### config.mk
export PLATFORM = sky130hd
export DESIGN_NAME = gps_code_capture
export DESIGN_NICKNAME = d
export VERILOG_FILES = /design/src/rtl/gps_code_capture.sv
export SDC_FILE = /design/constraint.sdc
export NUM_CORES = 2
export LEC_CHECK = 0
export BUFFER_PORTS_ARGS = -buffer_cell sky130_fd_sc_hd__buf_2
export CAP_MARGIN = 20
export CORE_AREA = 4 4 311 374
export DETAILED_ROUTE_END_ITERATION = 7
export DIE_AREA = 0 0 315 378
export PLACE_DENSITY = 0.71
export SKIP_LAST_GASP = 1
export SYNTH_ARGS = -nofsm -noshare
export SYNTH_HDL_FRONTEND = slang
export SYNTH_SLANG_ARGS = --single-unit
### constraint.sdc
create_clock -name sys_clk_50 -period 2.7 [get_ports sys_clk_50]
set_input_delay 0.27 -clock sys_clk_50 [delete_from_list [all_inputs] [get_ports sys_clk_50]]
set_output_delay 0.27 -clock sys_clk_50 [all_outputs]
set_load 0.01 [all_outputs]
### src/rtl/gps_code_capture.sv
// Snapshots the GPS core's code words on each completed round and queues them, with a
// sequence number and start-to-valid latency, in a first-word-fall-through FIFO for software.
module gps_code_capture #(
  parameter int unsigned DEPTH = 4,
  parameter int unsigned LAT_W = 32,
  parameter int unsigned SEQ_W = 16
) (
  input  logic                       sys_clk_50,
  input  logic                       rst_n,
  input  logic                       start_round,
  input  logic [12:0]                ca_code,
  input  logic [127:0]               p_code,
  input  logic [127:0]               l_code,
  input  logic                       l_code_valid,
  input  logic                       rd_pop,
  input  logic                       clear,
  output logic                       rd_valid,
  output logic [12:0]                rd_ca,
  output logic [127:0]               rd_p,
  output logic [127:0]               rd_l,
  output logic [SEQ_W-1:0]           rd_seq,
  output logic [LAT_W-1:0]           rd_latency,
  output logic [$clog2(DEPTH):0]     fifo_count,
  output logic                       overflow,
  output logic [7:0]                 timeout_cnt
);

  localparam int unsigned PtrW = $clog2(DEPTH);
  localparam int unsigned CntW = PtrW + 1;

  localparam logic [SEQ_W-1:0] SeqOne = SEQ_W'(1);
  localparam logic [LAT_W-1:0] LatOne = LAT_W'(1);
  localparam logic [PtrW-1:0]  PtrOne = PtrW'(1);
  localparam logic [CntW-1:0]  CntOne = CntW'(1);
  localparam logic [CntW-1:0]  CntFull = CntW'(DEPTH);

  typedef enum logic [0:0] {StIdle, StRun} state_e;

  state_e            state_q;
  logic [LAT_W-1:0]  lat_q;
  logic [7:0]        timeout_q;
  logic              prev_q;
  logic [SEQ_W-1:0]  seq_q;
  logic              overflow_q;
  logic [PtrW-1:0]   wr_ptr_q;
  logic [PtrW-1:0]   rd_ptr_q;
  logic [CntW-1:0]   count_q;

  logic [12:0]       ca_mem  [DEPTH];
  logic [127:0]      p_mem   [DEPTH];
  logic [127:0]      l_mem   [DEPTH];
  logic [SEQ_W-1:0]  seq_mem [DEPTH];
  logic [LAT_W-1:0]  lat_mem [DEPTH];

  logic              cap;
  logic [LAT_W-1:0]  lat_inc;
  logic [LAT_W-1:0]  cap_lat;
  logic              full;
  logic              empty;
  logic              do_pop;
  logic              do_push;
  logic              drop;

  always_comb begin
    cap     = l_code_valid & ~prev_q;
    lat_inc = (lat_q == '1) ? lat_q : lat_q + LatOne;
    // The recorded latency counts the capture cycle itself, i.e. cycles elapsed since start.
    cap_lat = (state_q == StRun) ? lat_inc : '1;
    full    = (count_q == CntFull);
    empty   = (count_q == '0);
    do_pop  = rd_pop & ~empty & ~clear;
    do_push = cap & ~clear & (~full | do_pop);
    drop    = cap & ~clear & full & ~do_pop;
  end

  // Latency FSM
  always_ff @(posedge sys_clk_50 or negedge rst_n) begin
    if (!rst_n) begin
      state_q   <= StIdle;
      lat_q     <= '0;
      timeout_q <= '0;
    end else if (clear) begin
      state_q   <= StIdle;
      lat_q     <= '0;
      timeout_q <= '0;
    end else begin
      unique case (state_q)
        StIdle: begin
          if (start_round) begin
            lat_q   <= '0;
            state_q <= StRun;
          end
        end
        StRun: begin
          if (start_round) begin
            lat_q <= '0;
            if (!cap && timeout_q != 8'hFF) timeout_q <= timeout_q + 8'd1;
          end else if (cap) begin
            state_q <= StIdle;
          end else begin
            lat_q <= lat_inc;
          end
        end
        default: state_q <= StIdle;
      endcase
    end
  end

  // prev resets high so a level already asserted at reset release is never captured;
  // it also keeps updating during clear so a held level is not recaptured afterwards.
  always_ff @(posedge sys_clk_50 or negedge rst_n) begin
    if (!rst_n) begin
      prev_q     <= 1'b1;
      seq_q      <= '0;
      overflow_q <= 1'b0;
      wr_ptr_q   <= '0;
      rd_ptr_q   <= '0;
      count_q    <= '0;
    end else begin
      prev_q <= l_code_valid;
      if (clear) begin
        seq_q      <= '0;
        overflow_q <= 1'b0;
        wr_ptr_q   <= '0;
        rd_ptr_q   <= '0;
        count_q    <= '0;
      end else begin
        if (cap)     seq_q      <= seq_q + SeqOne;
        if (drop)    overflow_q <= 1'b1;
        if (do_push) wr_ptr_q   <= wr_ptr_q + PtrOne;
        if (do_pop)  rd_ptr_q   <= rd_ptr_q + PtrOne;
        if (do_push && !do_pop)      count_q <= count_q + CntOne;
        else if (do_pop && !do_push) count_q <= count_q - CntOne;
      end
    end
  end

  // Storage is reset so the head outputs are never X, even before the first push.
  always_ff @(posedge sys_clk_50 or negedge rst_n) begin
    if (!rst_n) begin
      for (int i = 0; i < DEPTH; i++) begin
        ca_mem[i]  <= '0;
        p_mem[i]   <= '0;
        l_mem[i]   <= '0;
        seq_mem[i] <= '0;
        lat_mem[i] <= '0;
      end
    end else if (do_push) begin
      ca_mem[wr_ptr_q]  <= ca_code;
      p_mem[wr_ptr_q]   <= p_code;
      l_mem[wr_ptr_q]   <= l_code;
      seq_mem[wr_ptr_q] <= seq_q;
      lat_mem[wr_ptr_q] <= cap_lat;
    end
  end

  always_comb begin
    rd_valid    = ~empty;
    rd_ca       = ca_mem[rd_ptr_q];
    rd_p        = p_mem[rd_ptr_q];
    rd_l        = l_mem[rd_ptr_q];
    rd_seq      = seq_mem[rd_ptr_q];
    rd_latency  = lat_mem[rd_ptr_q];
    fifo_count  = count_q;
    overflow    = overflow_q;
    timeout_cnt = timeout_q;
  end

endmodule

==> metrics.txt <==
critical path arrival=2480 ps; CTS sink cnt=~1300; sequential area share after synthesis=57.34%; via/cell ratio=5.814; count of cell types in the netlist=59; Yosys warning total=0; grt total ovfl=0; Setup crit end kind=output pin; Worst-Margin Slew=964.0 ps; period utilization=102.0%; IO Count=605; vias post-DR=36290; Min-Delay Path Class=input pin to asynchronous set/reset pin; Setup WS post-layout=-54.99 ps; CTS tree=done; Syn Std Cell Area=58220 um2; vias in the first global route=39400; post-synth top area cell=dfrtp_1; DRT Wirelength=151800 um; input/output buffers=around 600; area delta synth->final=26.33%; DRT Pass-1 Iters=5; Leakage=32.92 nW; violations in the final reports=negative setup slack; asr flop ratio synth=100.0%; Die Area=119100 um2; PwrDens=908.7 nW/um2; largest net degree at the start of global routing=about 120; outcome=finished with violations; die width=315 um; fmax=363.0 MHz; post-synthesis register bit count=1334; Hold Vio Cnt, Final=0; Post-route DRC=0; layout cells sized above 1=52.80%; RSZ-0062 raised after global routing=yes; final setup vio count=slightly above 90; Max VDD drop=between 0.6 and 0.7 mV; cells after synthesis=3674; Cell Count, Final, Fillers Out=6241; Clock transition at path regs=60 ps; antenna-violating nets left=0; Initial Utilization=51.68%; Core Area=about 110000 um2; synth top area cells=dfrtp_1 57%, mux2_2 22%, mux4_2 12%, buf_2 0.94%, nor2_1 0.87%; GRT Total Usage=about 25%; Die H=378 um; PnR Total Power=roughly 67 mW; first-pass GRT wire length=232000 um; initial antenna violation count=19; min Tclk post-route=2755 ps; CP required=2430 ps; Crit Path Category=flop to output pin; row count=135; syn nets=3957; top_reg_cell synth=dfrtp_1; Root Buffer=clkbuf_16; Synth top area share=between 50% and 60%; DRT iter0 DRCs=around 2500; H-tree levels=4; clock buffer depth=3; critical path launch point type=flop; WL per Instance=24.32 um; average size of a mapped cell=15.85 um2; dpl hpwl=93150 um; clk_skew=32.26 ps; worst skew pair latency=760 ps; Post-synth EDFFs=0; nets@finish=4892; placed cells=5652; max-cap violations=0; number of buffers created by CTS=between 100 and 150; Final Max Tran Viols=0; pre-CTS WS=roughly 250 ps; Placer Congestion=around 0.87; Worst Path Max Fanout=8; Slew headroom=35.74%
-- power breakdown --
part	internal (mW)	switching [mW]	leakage [nW]
logic	12.1	8.67	13.3
clock network	11.6	7.87	2.29
registers	24.3	2.26	17.4
-- cells in the mapped netlist, types with 3 or more instances --
library cell	n
o31ai_1	7
mux2_2	1149
nor2b_1	3
nand3_1	25
mux4_2	317
o32a_1	8
nand2_1	29
and2_1	9
o211ai_1	3
buf_1	48
xor2_1	19
dfrtp_1	1333
and4_1	10
or2_2	6
o22a_1	28
a21oi_1	95
a31oi_1	37
a211oi_1	10
or3_1	23
nor4_1	10
inv_1	5
buf_2	109
o21ai_0	28
nand4_1	22
nor3_1	6
nor2_1	135
xnor2_1	29
and3_1	13
or4_1	6
ha_1	7
clkbuf_1	109
-- path summary, 6_finish.rpt --
kind                       slack (ps)                         end  cells after the start                      start
min in group sys_clk_50           110  timeout_cnt[3]$_DFFE_PN0P_                      3                      clear
min reg2reg                       500     lat_mem[49]$_DFFE_PN0P_                      1    lat_mem[49]$_DFFE_PN0P_
max                               -50              rd_latency[10]                      6    rd_ptr_q[0]$_DFFE_PN0P_
max in group asynchronous        1570     seq_mem[59]$_DFFE_PN0P_                      3                      rst_n
max reg2reg                       140      l_mem[247]$_DFFE_PN0P_                      5  fifo_count[0]$_DFFE_PN0P_
min                                90       lat_q[31]$_DFFE_PN0P_                      2                      rst_n
-- flip-flops by register name (all words and copies together), names as in the netlist --
| register | flops |
|---|---|
| wr_ptr_q | 2 |
| p_mem | 512 |
| l_mem | 512 |
| seq_q | 16 |
| timeout_cnt | 8 |
| ca_mem | 52 |
| state_q | 1 |
| seq_mem | 64 |
| lat_q | 32 |
| fifo_count | 3 |
| lat_mem | 128 |
| overflow | 1 |
| rd_ptr_q | 2 |
| prev_q | 1 |
-- worst max-delay path: stages (launching register included) --
cell,delay [ps]
dfrtp_4,430
buf_6,130
buf_12,160
buf_12,160
clkbuf_16,190
mux4_2,520
buf_6,150
-- cell families (layout without fill, tap and decap cells) --
kind of cell	count (synthesis)	after routing	share of synthesized area, %
xor+xnor	48	48	0.7220
mux	1468	1468	34.52
buf+inv	272	1314	2.001
other cells	0	18	0
compound gates	231	231	2.506
flops	1334	1334	57.34
simple gates	313	313	2.733
fa+ha+maj	8	8	0.1848
-- layer usage --
layer	wire (um)	GRT usage, %	part of all wire (%)	vias to the layer above
met2	77310	41.96	51	1030
met1	59700	31.85	39	19290
met3	8777	5.429	5.8	297
met5	13	0	0.0086	-
met4	5985	10.47	3.9	2
li1	-	-	-	15660
-- stage by stage --
stage          setup TNS [ps]  hold slack (ps)  util [%]  cell area (um2)
2_1_floorplan               0           -25.59         -            58220
3_3_place_gp                0            229.4     56.66            63830
3_5_place_dp                0            229.9     56.66            63830
4_1_cts                -24840            19.04     64.43            72590
5_1_grt                -23500            63.74     65.29            73560
6_report                -1558            85.30     65.29            73560
-- area by class of cell --
type | count | area, um2
clock buffer | 207 | 4133
timing repair buffer | 1062 | 9859
tap | 1507 | 1886
multi-input combinational | 2068 | 23700
fill | 7870 | 39110
antenna | 18 | 45.04
inverter | 5 | 18.77
clock inverter | 40 | 525.5
sequential | 1334 | 33390
-- layout by cell type, fill, tap and decap left out, types with 23 or more instances in the layout --
cell type,instances
a31oi_1,37
clkbuf_8,25
mux2_2,1149
dlygate4sd3_1,273
buf_16,30
nand3_1,25
clkbuf_16,157
xnor2_1,29
clkbuf_1,36
a21oi_1,95
dfrtp_1,1331
or3_1,23
buf_4,71
mux4_2,317
nor2_1,135
nand2_1,29
buf_6,172
buf_2,434
o21ai_0,28
buf_12,65
o22a_1,28
-- what timing repair did --
| action | CTS | global route |
|---|---|---|
| resized for setup | 166 | 159 |
| setup endpoints to repair | 300 | 322 |
| cloned | 18 | 11 |
| buffers inserted | 20 | 3 |
| endpoints found under the hold margin | 1949 | 0 |
| hold buffers | 273 | 0 |
Note: power is estimated with default switching activity, not from simulation.
